[src/rtl/fft_stage_sequencer_if.sv]
// Control/address bus between the FFT stage sequencer and the butterfly datapath/RAM.
// The sequencer drives the master side; i_start is its only input.
interface fft_stage_sequencer_if #(
  parameter int LOG2N = 3
);
  logic             i_start;
  logic             o_busy;
  logic             o_done;
  logic [3:0]       o_stage;
  logic             o_rd_en;
  logic [LOG2N-1:0] o_rd_addr_a;
  logic [LOG2N-1:0] o_rd_addr_b;
  logic [LOG2N-2:0] o_tw_addr;
  logic             o_wr_en;
  logic [LOG2N-1:0] o_wr_addr_a;
  logic [LOG2N-1:0] o_wr_addr_b;

  modport master (
    input  i_start,
    output o_busy, o_done, o_stage, o_rd_en, o_rd_addr_a, o_rd_addr_b,
    output o_tw_addr, o_wr_en, o_wr_addr_a, o_wr_addr_b
  );

  modport slave (
    output i_start,
    input  o_busy, o_done, o_stage, o_rd_en, o_rd_addr_a, o_rd_addr_b,
    input  o_tw_addr, o_wr_en, o_wr_addr_a, o_wr_addr_b
  );
endinterface

[src/rtl/fft_stage_sequencer.sv]
// In-place radix-2 DIT FFT sequencer: one butterfly per cycle, drains the butterfly pipeline
// between stages, write-back strobe/addresses are the read side delayed by 1 + BF_LATENCY.
module fft_stage_sequencer #(
  parameter int LOG2N      = 3,
  parameter int BF_LATENCY = 2
) (
  input  logic                 clk,
  input  logic                 rst,
  fft_stage_sequencer_if.master bus
);
  localparam int N      = 1 << LOG2N;
  localparam int HALF_N = N / 2;
  localparam int D      = 1 + BF_LATENCY;
  localparam int KW     = LOG2N - 1;
  localparam int DW     = $clog2(D + 1);

  typedef enum logic [1:0] {IDLE, ISSUE, DRAIN, DONE} state_t;

  state_t          state_q, state_d;
  logic [KW-1:0]   k_q, k_d;
  logic [3:0]      s_q, s_d;
  logic [DW-1:0]   drain_cnt_q, drain_cnt_d;

  logic             busy_q, busy_d;
  logic             done_q, done_d;
  logic [3:0]       stage_q, stage_d;
  logic             rd_en_q, rd_en_d;
  logic [LOG2N-1:0] rd_addr_a_q, rd_addr_a_d;
  logic [LOG2N-1:0] rd_addr_b_q, rd_addr_b_d;
  logic [KW-1:0]    tw_q, tw_d;

  logic [D-1:0]              wr_en_pipe_q, wr_en_pipe_d;
  logic [D-1:0][LOG2N-1:0]   wr_addr_a_pipe_q, wr_addr_a_pipe_d;
  logic [D-1:0][LOG2N-1:0]   wr_addr_b_pipe_q, wr_addr_b_pipe_d;

  logic [LOG2N-1:0] k_ext, half, pos_mask, pos, addr_a, addr_b;
  logic [3:0]       tw_shift;

  // Group bits of k move up one place to leave room for the b half; low s bits are pos.
  always_comb begin
    k_ext    = {1'b0, k_q};
    half     = LOG2N'(1) << s_q;
    pos_mask = half - LOG2N'(1);
    pos      = k_ext & pos_mask;
    addr_a   = ((k_ext & ~pos_mask) << 1) | pos;
    addr_b   = addr_a + half;
    tw_shift = 4'(LOG2N - 1) - s_q;
  end

  always_comb begin
    state_d     = state_q;
    k_d         = k_q;
    s_d         = s_q;
    drain_cnt_d = drain_cnt_q;
    case (state_q)
      IDLE: begin
        if (bus.i_start) begin
          k_d     = '0;
          s_d     = '0;
          state_d = ISSUE;
        end
      end
      ISSUE: begin
        if (k_q == KW'(HALF_N - 1)) begin
          drain_cnt_d = '0;
          state_d     = DRAIN;
        end else begin
          k_d = k_q + KW'(1);
        end
      end
      DRAIN: begin
        if (drain_cnt_q == DW'(D - 1)) begin
          if (s_q == 4'(LOG2N - 1)) begin
            state_d = DONE;
          end else begin
            s_d     = s_q + 4'd1;
            k_d     = '0;
            state_d = ISSUE;
          end
        end else begin
          drain_cnt_d = drain_cnt_q + DW'(1);
        end
      end
      DONE: begin
        s_d     = '0;
        state_d = IDLE;
      end
      default: state_d = IDLE;
    endcase
  end

  // Outputs are registered copies of the current state, so they trail the FSM by one cycle.
  always_comb begin
    busy_d      = (state_q != IDLE);
    done_d      = (state_q == DONE);
    stage_d     = (state_q == IDLE) ? 4'd0 : s_q;
    rd_en_d     = (state_q == ISSUE);
    rd_addr_a_d = rd_en_d ? addr_a : '0;
    rd_addr_b_d = rd_en_d ? addr_b : '0;
    tw_d        = rd_en_d ? KW'(pos << tw_shift) : '0;

    wr_en_pipe_d        = wr_en_pipe_q;
    wr_addr_a_pipe_d    = wr_addr_a_pipe_q;
    wr_addr_b_pipe_d    = wr_addr_b_pipe_q;
    wr_en_pipe_d[0]     = rd_en_q;
    wr_addr_a_pipe_d[0] = rd_addr_a_q;
    wr_addr_b_pipe_d[0] = rd_addr_b_q;
    for (int i = 1; i < D; i++) begin
      wr_en_pipe_d[i]     = wr_en_pipe_q[i-1];
      wr_addr_a_pipe_d[i] = wr_addr_a_pipe_q[i-1];
      wr_addr_b_pipe_d[i] = wr_addr_b_pipe_q[i-1];
    end
  end

  always_ff @(posedge clk) begin
    if (rst) begin
      state_q          <= IDLE;
      k_q              <= '0;
      s_q              <= '0;
      drain_cnt_q      <= '0;
      busy_q           <= 1'b0;
      done_q           <= 1'b0;
      stage_q          <= '0;
      rd_en_q          <= 1'b0;
      rd_addr_a_q      <= '0;
      rd_addr_b_q      <= '0;
      tw_q             <= '0;
      wr_en_pipe_q     <= '0;
      wr_addr_a_pipe_q <= '0;
      wr_addr_b_pipe_q <= '0;
    end else begin
      state_q          <= state_d;
      k_q              <= k_d;
      s_q              <= s_d;
      drain_cnt_q      <= drain_cnt_d;
      busy_q           <= busy_d;
      done_q           <= done_d;
      stage_q          <= stage_d;
      rd_en_q          <= rd_en_d;
      rd_addr_a_q      <= rd_addr_a_d;
      rd_addr_b_q      <= rd_addr_b_d;
      tw_q             <= tw_d;
      wr_en_pipe_q     <= wr_en_pipe_d;
      wr_addr_a_pipe_q <= wr_addr_a_pipe_d;
      wr_addr_b_pipe_q <= wr_addr_b_pipe_d;
    end
  end

  assign bus.o_busy      = busy_q;
  assign bus.o_done      = done_q;
  assign bus.o_stage     = stage_q;
  assign bus.o_rd_en     = rd_en_q;
  assign bus.o_rd_addr_a = rd_addr_a_q;
  assign bus.o_rd_addr_b = rd_addr_b_q;
  assign bus.o_tw_addr   = tw_q;
  assign bus.o_wr_en     = wr_en_pipe_q[D-1];
  assign bus.o_wr_addr_a = wr_addr_a_pipe_q[D-1];
  assign bus.o_wr_addr_b = wr_addr_b_pipe_q[D-1];
endmodule

[src/flat_wrapper.sv]
// flat-port wrapper written by rule: the top's interface ports become plain ports
module fft_stage_sequencer_flat 
#(
  parameter int LOG2N      = 3,
  parameter int BF_LATENCY = 2
)
  (clk, rst, bus_i_start, bus_o_busy, bus_o_done, bus_o_stage, bus_o_rd_en, bus_o_rd_addr_a, bus_o_rd_addr_b, bus_o_tw_addr, bus_o_wr_en, bus_o_wr_addr_a, bus_o_wr_addr_b);
  fft_stage_sequencer_if #(.LOG2N(LOG2N)) bus_i ();
  input  logic clk;
  input  logic rst;
  input wire logic [$bits(bus_i.i_start)-1:0] bus_i_start;
  output wire logic [$bits(bus_i.o_busy)-1:0] bus_o_busy;
  output wire logic [$bits(bus_i.o_done)-1:0] bus_o_done;
  output wire logic [$bits(bus_i.o_stage)-1:0] bus_o_stage;
  output wire logic [$bits(bus_i.o_rd_en)-1:0] bus_o_rd_en;
  output wire logic [$bits(bus_i.o_rd_addr_a)-1:0] bus_o_rd_addr_a;
  output wire logic [$bits(bus_i.o_rd_addr_b)-1:0] bus_o_rd_addr_b;
  output wire logic [$bits(bus_i.o_tw_addr)-1:0] bus_o_tw_addr;
  output wire logic [$bits(bus_i.o_wr_en)-1:0] bus_o_wr_en;
  output wire logic [$bits(bus_i.o_wr_addr_a)-1:0] bus_o_wr_addr_a;
  output wire logic [$bits(bus_i.o_wr_addr_b)-1:0] bus_o_wr_addr_b;
  assign bus_i.i_start = bus_i_start;
  assign bus_o_busy = bus_i.o_busy;
  assign bus_o_done = bus_i.o_done;
  assign bus_o_stage = bus_i.o_stage;
  assign bus_o_rd_en = bus_i.o_rd_en;
  assign bus_o_rd_addr_a = bus_i.o_rd_addr_a;
  assign bus_o_rd_addr_b = bus_i.o_rd_addr_b;
  assign bus_o_tw_addr = bus_i.o_tw_addr;
  assign bus_o_wr_en = bus_i.o_wr_en;
  assign bus_o_wr_addr_a = bus_i.o_wr_addr_a;
  assign bus_o_wr_addr_b = bus_i.o_wr_addr_b;
  fft_stage_sequencer #(.LOG2N(LOG2N), .BF_LATENCY(BF_LATENCY)) u_core (.clk(clk), .rst(rst), .bus(bus_i));
endmodule
[config.mk]
export PLATFORM = sky130hd
export DESIGN_NAME = fft_stage_sequencer_flat
export DESIGN_NICKNAME = d
export VERILOG_FILES = /design/src/rtl/fft_stage_sequencer_if.sv /design/src/rtl/fft_stage_sequencer.sv /design/src/flat_wrapper.sv
export SDC_FILE = /design/constraint.sdc
export NUM_CORES = 1
export LEC_CHECK = 0
export ABC_AREA = 1
export CORE_ASPECT_RATIO = 0.9
export CORE_MARGIN = 1.5
export CORE_UTILIZATION = 53
export CTS_CLUSTER_SIZE = 30
export DETAILED_ROUTE_END_ITERATION = 10
export PLACE_DENSITY = 0.77
export SYNTH_ARGS = -nofsm -noshare
export SYNTH_HDL_FRONTEND = slang
export SYNTH_SLANG_ARGS = --single-unit
[constraint.sdc]
create_clock -name clk -period 2.07 [get_ports clk]
set_input_delay 0.414 -clock clk [delete_from_list [all_inputs] [get_ports clk]]
set_output_delay 0.414 -clock clk [all_outputs]
set_load 0.1 [all_outputs]
==> results of run 1 <==
stage by stage:
step | std cells | utilization (%) | hold slack [ps] | cell area, um2 | worst slack, ps
final | 294 | 66.0 | 404 | 2090 | 305
after global routing | 294 | 66.0 | 424 | 2090 | 169
after CTS | 294 | 66.0 | 407 | 2090 | 305
after detailed placement | 286 | 63.3 | 395 | 2000 | 312
after global placement | 286 | 63.3 | 389 | 2000 | 370
after floorplan | 229 | - | 388 | 1820 | 443
path summary, 6_finish.rpt:
| kind | depth (start not counted) | to | slack, ps | from |
|---|---|---|---|---|
| setup / recovery | 8 | u_core.bus.o_rd_addr_b[2] | 300 | u_core.s_q[1] |
| setup reg to reg | 8 | u_core.bus.o_rd_addr_b[2] | 300 | u_core.s_q[1] |
| hold reg to reg | 2 | u_core.bus.o_wr_addr_a[2] | 400 | u_core.wr_addr_a_pipe_d[8] |
| hold / removal | 2 | u_core.bus.o_wr_addr_a[2] | 400 | u_core.wr_addr_a_pipe_d[8] |
sequential cells by signal, summed over array words and instances (netlist names), 2 cells and up:
register                 count
u_core.state_q               2
u_core.bus.o_rd_addr_b       3
u_core.bus.o_tw_addr         2
u_core.drain_cnt_q           2
u_core.s_q                   4
u_core.bus.o_wr_addr_a       3
u_core.bus.o_wr_addr_b       3
u_core.wr_addr_a_pipe_d      6
u_core.bus.o_rd_addr_a       3
u_core.wr_en_pipe_q          3
u_core.bus.o_stage           4
u_core.wr_addr_b_pipe_d      6
u_core.k_q                   2
power by group through the flow:
stage / logic (uW) / registers, uW / clock network, uW
6_report: 1360 / 1160 / 527
2_1_floorplan: 995 / 1310 / 0
4_1_cts: 1360 / 1160 / 543
5_1_grt: 1520 / 1180 / 580
3_5_place_dp: 1350 / 1180 / 0
3_3_place_gp: 1330 / 1180 / 0
synth_stat cells:
cell type	number
a21oi_1	8
a21oi_2	1
and2_1	1
buf_1	2
buf_2	2
buf_4	6
conb_1	1
dfxtp_1	46
fa_1	1
ha_1	8
inv_1	40
inv_2	4
nand2_1	37
nand2_2	1
nand2_4	2
nand3_1	5
nand3_2	1
nand4_1	2
nor2_1	45
nor2_2	3
nor2_4	3
nor3_1	2
o21ai_0	4
o21ai_1	2
or2_0	1
xor2_1	1
cell type report:
cell class | instances | share of cell area (%)
Clock inverter | 2 | 0.659
Inverter | 44 | 7.91
Sequential cell | 46 | 44.1
Tap cell | 42 | 2.52
Clock buffer | 6 | 3.48
Multi-Input combinational cell | 129 | 32.1
Timing Repair Buffer | 25 | 9.23
cells by family (layout without fill, tap and decap cells):
logic type | after synthesis | count (layout) | synth area share [%]
XOR/XNOR | 1 | 1 | 0.482
buffers and inverters | 54 | 77 | 12.5
AO/OA/AOI/OAI | 15 | 15 | 4.33
flip-flops | 46 | 46 | 50.6
adder cells (fa/ha/maj) | 9 | 9 | 6.60
other | 1 | 1 | 0.206
AND/OR/NAND/NOR | 103 | 103 | 25.2
layout by cell type (no fill, tap or decap), drive strengths merged:
cell           synthesis  layout
a21oi                  9       9
and2                   1       1
buf                   10      23
clkbuf                 0       6
clkdlybuf4s50          0       2
clkinv                 0       2
conb                   1       1
dfxtp                 46      46
fa                     1       1
ha                     8       8
inv                   44      44
nand2                 40      40
nand3                  6       6
nand4                  2       2
nor2                  51      51
nor3                   2       2
o21ai                  6       6
or2                    1       1
xor2                   1       1
layer usage:
layer  part of all wire (%)  wire, um  track usage (%)
met5                      0         0                0
met4                    1.9        53             9.12
met3                    4.6       131             4.78
met2                     46      1300             30.0
met1                     47      1330             19.9
worst reg2reg max path, cell delays in order (launching register included):
cell and delay (ps):
dfxtp_1 430, inv_1 130, nand2_2 130, nor2_2 60, nand2_1 80, nand2_1 70, fa_1 400, or2_0 220
and2_1 150
==> reports/metrics.csv, run 1 <==
metric,value,unit
leakage,0.000975,uW
Crit Path Class,register to register,
sequential share of power,38.1,%
Wirelength per Cell,9.60,um
port bufs,24,
FF+latch area,921,um2
min-delay worst type,register to register,
#FFs+latches synth,46,
Gate power share,44.6,%
# IOs,25,
Sum Neg Setup Slack,0,ps
Top delay family on crit path,simple AND/OR/NAND/NOR gates,
core area,3160,um2
Worst-path clk slew,80,ps
Clock Latency Late Sink,300,ps
Peak VDD IR,0.902,mV
final hold viol count,0,
CTS buffer count,5,
gpl congestion,0.912,
overall die height,58.6,um
drt total wl,2.82,mm
first-pass GRT wire length,4.97,mm
initial antenna violation count,0,
Initial Util,57.5,%
Post-Syn Area,1820,um2
area delta synth->final,14.8,%
"antenna viol nets, final",0,
drt drc,0,
"Cell Chain, Critical Path","inv_1, nand2_2, nor2_2, nand2_1, nand2_1, fa_1, or2_0, and2_1",
vias,1322,
layout filler cell count,281,
dominant cells by area after synthesis,"dfxtp_1 51%, nor2_1 9.3%, inv_1 8.3%",
syn_area_per_cell,7.94,um2
Die W,64.8,um
# clock sinks,46,
Unique masters post-synth,26,
CTS Root Cell,clkbuf_8,
"area leader, netlist",dfxtp_1,
Startpoint Class,register,
switch share,45.2,%
Achievable Freq,566,MHz
Final period util,85.3,%
layout cells sized above 1,17.9,%
buffers plus inverters on the worst setup path,1,
"Slew Viols, Final",0,
RSZ-0062 raised after global routing,no,
Final Critical Period,1770,ps
max incr delay on CP,430,ps
1st-iter DRT viols,59,
CP most frequent cell,nand2_1,
post-CTS resize count,0,
register area share after synthesis,50.6,%
ant diodes,0,
vias in the first global route,1206,
Std-Cell Rows,19,
Max Buffers Root-to-Sink,2,
# H-tree levels,2,
Setup Viol. Count Final,0,
P_sw,1380,uW
clock share of power,17.3,%
post-detail-place hpwl,2.09,mm
worst path arrival time,1970,ps
status,finished clean,
Worst Path Max Fanout,6,
die area,3790,um2
via density per instance,4.50,
CP required,2270,ps
CTS tree,done,
Post-CTS Hold Buffers,0,
Tot Pwr,3040,uW
synthesized instance count,229,
# Max-Cap Violations,0,
pin count of the biggest net entering global routing,23,
PD cells,1460,nW/um2
Final nets,263,
Tot GR Track Use,17.4,%
Worst Setup End Kind,register,
Synth top area share,50.6,%
"Slowest-stage cell, CP",dfxtp_1,
postcts setup bufs,0,
grt total ovfl,0,
drt pass-1 iters,4,
skew final,5.59,ps
internal power,1670,uW
area of the multi-input gates,671,um2
syn_nets,241,
Ys Warns,0,
Note: power is estimated with default switching activity, not from simulation.
==> inputs of run 2 (changes only) <==
CTS_CLUSTER_SIZE = 25   (was 30)
==> results of run 2 <==
The final DEF is identical to that of run 1; final timing and power are the same.
==> edit, RTL diff (settings of run 2) <==
`LOG2N` is set to 3 in 3 places; all go to 2.
--- a/src/rtl/fft_stage_sequencer_if.sv
+++ b/src/rtl/fft_stage_sequencer_if.sv
@@ -1,7 +1,7 @@
 // Control/address bus between the FFT stage sequencer and the butterfly datapath/RAM.
 // The sequencer drives the master side; i_start is its only input.
 interface fft_stage_sequencer_if #(
-  parameter int LOG2N = 3
+  parameter int LOG2N = 2
 );
   logic             i_start;
   logic             o_busy;
--- a/src/rtl/fft_stage_sequencer.sv
+++ b/src/rtl/fft_stage_sequencer.sv
@@ -1,7 +1,7 @@
 // In-place radix-2 DIT FFT sequencer: one butterfly per cycle, drains the butterfly pipeline
 // between stages, write-back strobe/addresses are the read side delayed by 1 + BF_LATENCY.
 module fft_stage_sequencer #(
-  parameter int LOG2N      = 3,
+  parameter int LOG2N      = 2,
   parameter int BF_LATENCY = 2
 ) (
   input  logic                 clk,
--- a/src/flat_wrapper.sv
+++ b/src/flat_wrapper.sv
@@ -1,7 +1,7 @@
 // flat-port wrapper written by rule: the top's interface ports become plain ports
 module fft_stage_sequencer_flat 
 #(
-  parameter int LOG2N      = 3,
+  parameter int LOG2N      = 2,
   parameter int BF_LATENCY = 2
 )
   (clk, rst, bus_i_start, bus_o_busy, bus_o_done, bus_o_stage, bus_o_rd_en, bus_o_rd_addr_a, bus_o_rd_addr_b, bus_o_tw_addr, bus_o_wr_en, bus_o_wr_addr_a, bus_o_wr_addr_b);
Ports: changed (5 resized); port bits go from 25 to 20. No check against the original RTL was run, so the function may have changed too.
==> edit against run 2 <==
The flow now finishes with violations (design-rule violations); sequential cell count fell by 10; hold slack improved by 4.6 ps; worst setup slack gained 190 ps; non-clock buffer count decreased by 5; cell area shrank 21%; area after synthesis down 21%; total power decreased by 30%; wire length is 20% lower; synthesized cell count fell by 26%; clock power decreased by 8.0%; critical endpoint is now u_core.drain_cnt_q[1].
==> edit: results (changes against run 2) <==
status=finished, violations left (was complete, no violations); failing checks=design-rule violations; Final Skew=9.36 ps (was 5.59 ps); syn nets=180 (was 241); Pre-antenna DRT Iters=7 (was 4); Post-route DRC=2 (was 0); share of layout cells above drive strength 1=20.6% (was 17.9%); Static Leak=0.709 nW (was 0.975 nW); first-pass GRT wire length=3930 um (was 4970 um); vias in the first global route=994 (was 1,206); top cells by area, synth=dfxtp_1, nor2_1, inv_1, ha_1, nand2_1 (was dfxtp_1, nor2_1, inv_1, nand2_1, ha_1); CP max stage delay=450 ps (was 430 ps); clk_lat worst skew=340 ps (was 300 ps); post-synthesis cell type count=25 (was 26); post-synthesis compound-gate area fraction=5.95% (was 4.33%); clk slew on worst S/H paths=110 ps (was 80 ps); Synth Area per Inst=8.46 um2 (was 7.94 um2); filler instances=212 (was 281); critical-path maximum fanout=8 (was 6); input/output buffers=19 (was 24); fin nets=199 (was 263); Crit path max-delay family=flip-flops (was simple AND/OR/NAND/NOR gates); vias per inst=4.78 (was 4.50); post-DP HPWL=1660 um (was 2090 um); 1st-iter DRT viols=24 (was 59); placed cells=209 (was 286); Net Sw Power=0.867 mW (was 1.38 mW)
edit: metrics by stage:
step                cell area (um2)  util (%)  total power [mW]
finish                         1650      65.6              2.14
global route                   1650      65.6              2.27
CTS                            1650      65.6              2.15
detailed placement             1570      62.4              1.67
global placement               1570      62.4              1.64
floorplan                      1430         -              1.54
edit: final timing paths:
| path | startpoint | slack [ps] | cells after the start | endpoint |
|---|---|---|---|---|
| min reg2reg | u_core.wr_addr_a_pipe_d[5] | 410 | 2 | u_core.bus.o_wr_addr_a[1] |
| max | u_core.state_q[0] | 490 | 8 | u_core.drain_cnt_q[1] |
| min | u_core.wr_addr_a_pipe_d[5] | 410 | 2 | u_core.bus.o_wr_addr_a[1] |
| max reg2reg | u_core.state_q[0] | 490 | 8 | u_core.drain_cnt_q[1] |
edit: area by class of cell:
| cell class | instances | area (um2) | area share, % |
|---|---|---|---|
| tap | 28 | 35.0 | 2.13 |
| clock inverter | 3 | 42.5 | 2.59 |
| multi-input combinational | 94 | 538 | 32.7 |
| clock buffer | 5 | 37.5 | 2.28 |
| inverter | 31 | 116 | 7.07 |
| timing repair buffer | 20 | 155 | 9.43 |
| sequential | 36 | 721 | 43.8 |
edit: power by group through the flow:
stage / Clock, mW / Sequential, mW / Combinational [mW]
global placement: 0 / 0.866 / 0.777
global route: 0.526 / 0.868 / 0.881
floorplan: 0 / 0.988 / 0.555
detailed placement: 0 / 0.872 / 0.795
finish: 0.485 / 0.858 / 0.794
CTS: 0.497 / 0.856 / 0.799
edit: per-layer routing:
| metal | vias up | track usage [%] |
|---|---|---|
| li1 | 540 | - |
| met1 | 470 | 19.1 |
| met2 | 20 | 30.1 |
| met3 | 8 | 4.44 |
| met4 | 0 | 11.6 |
| met5 | - | 0 |
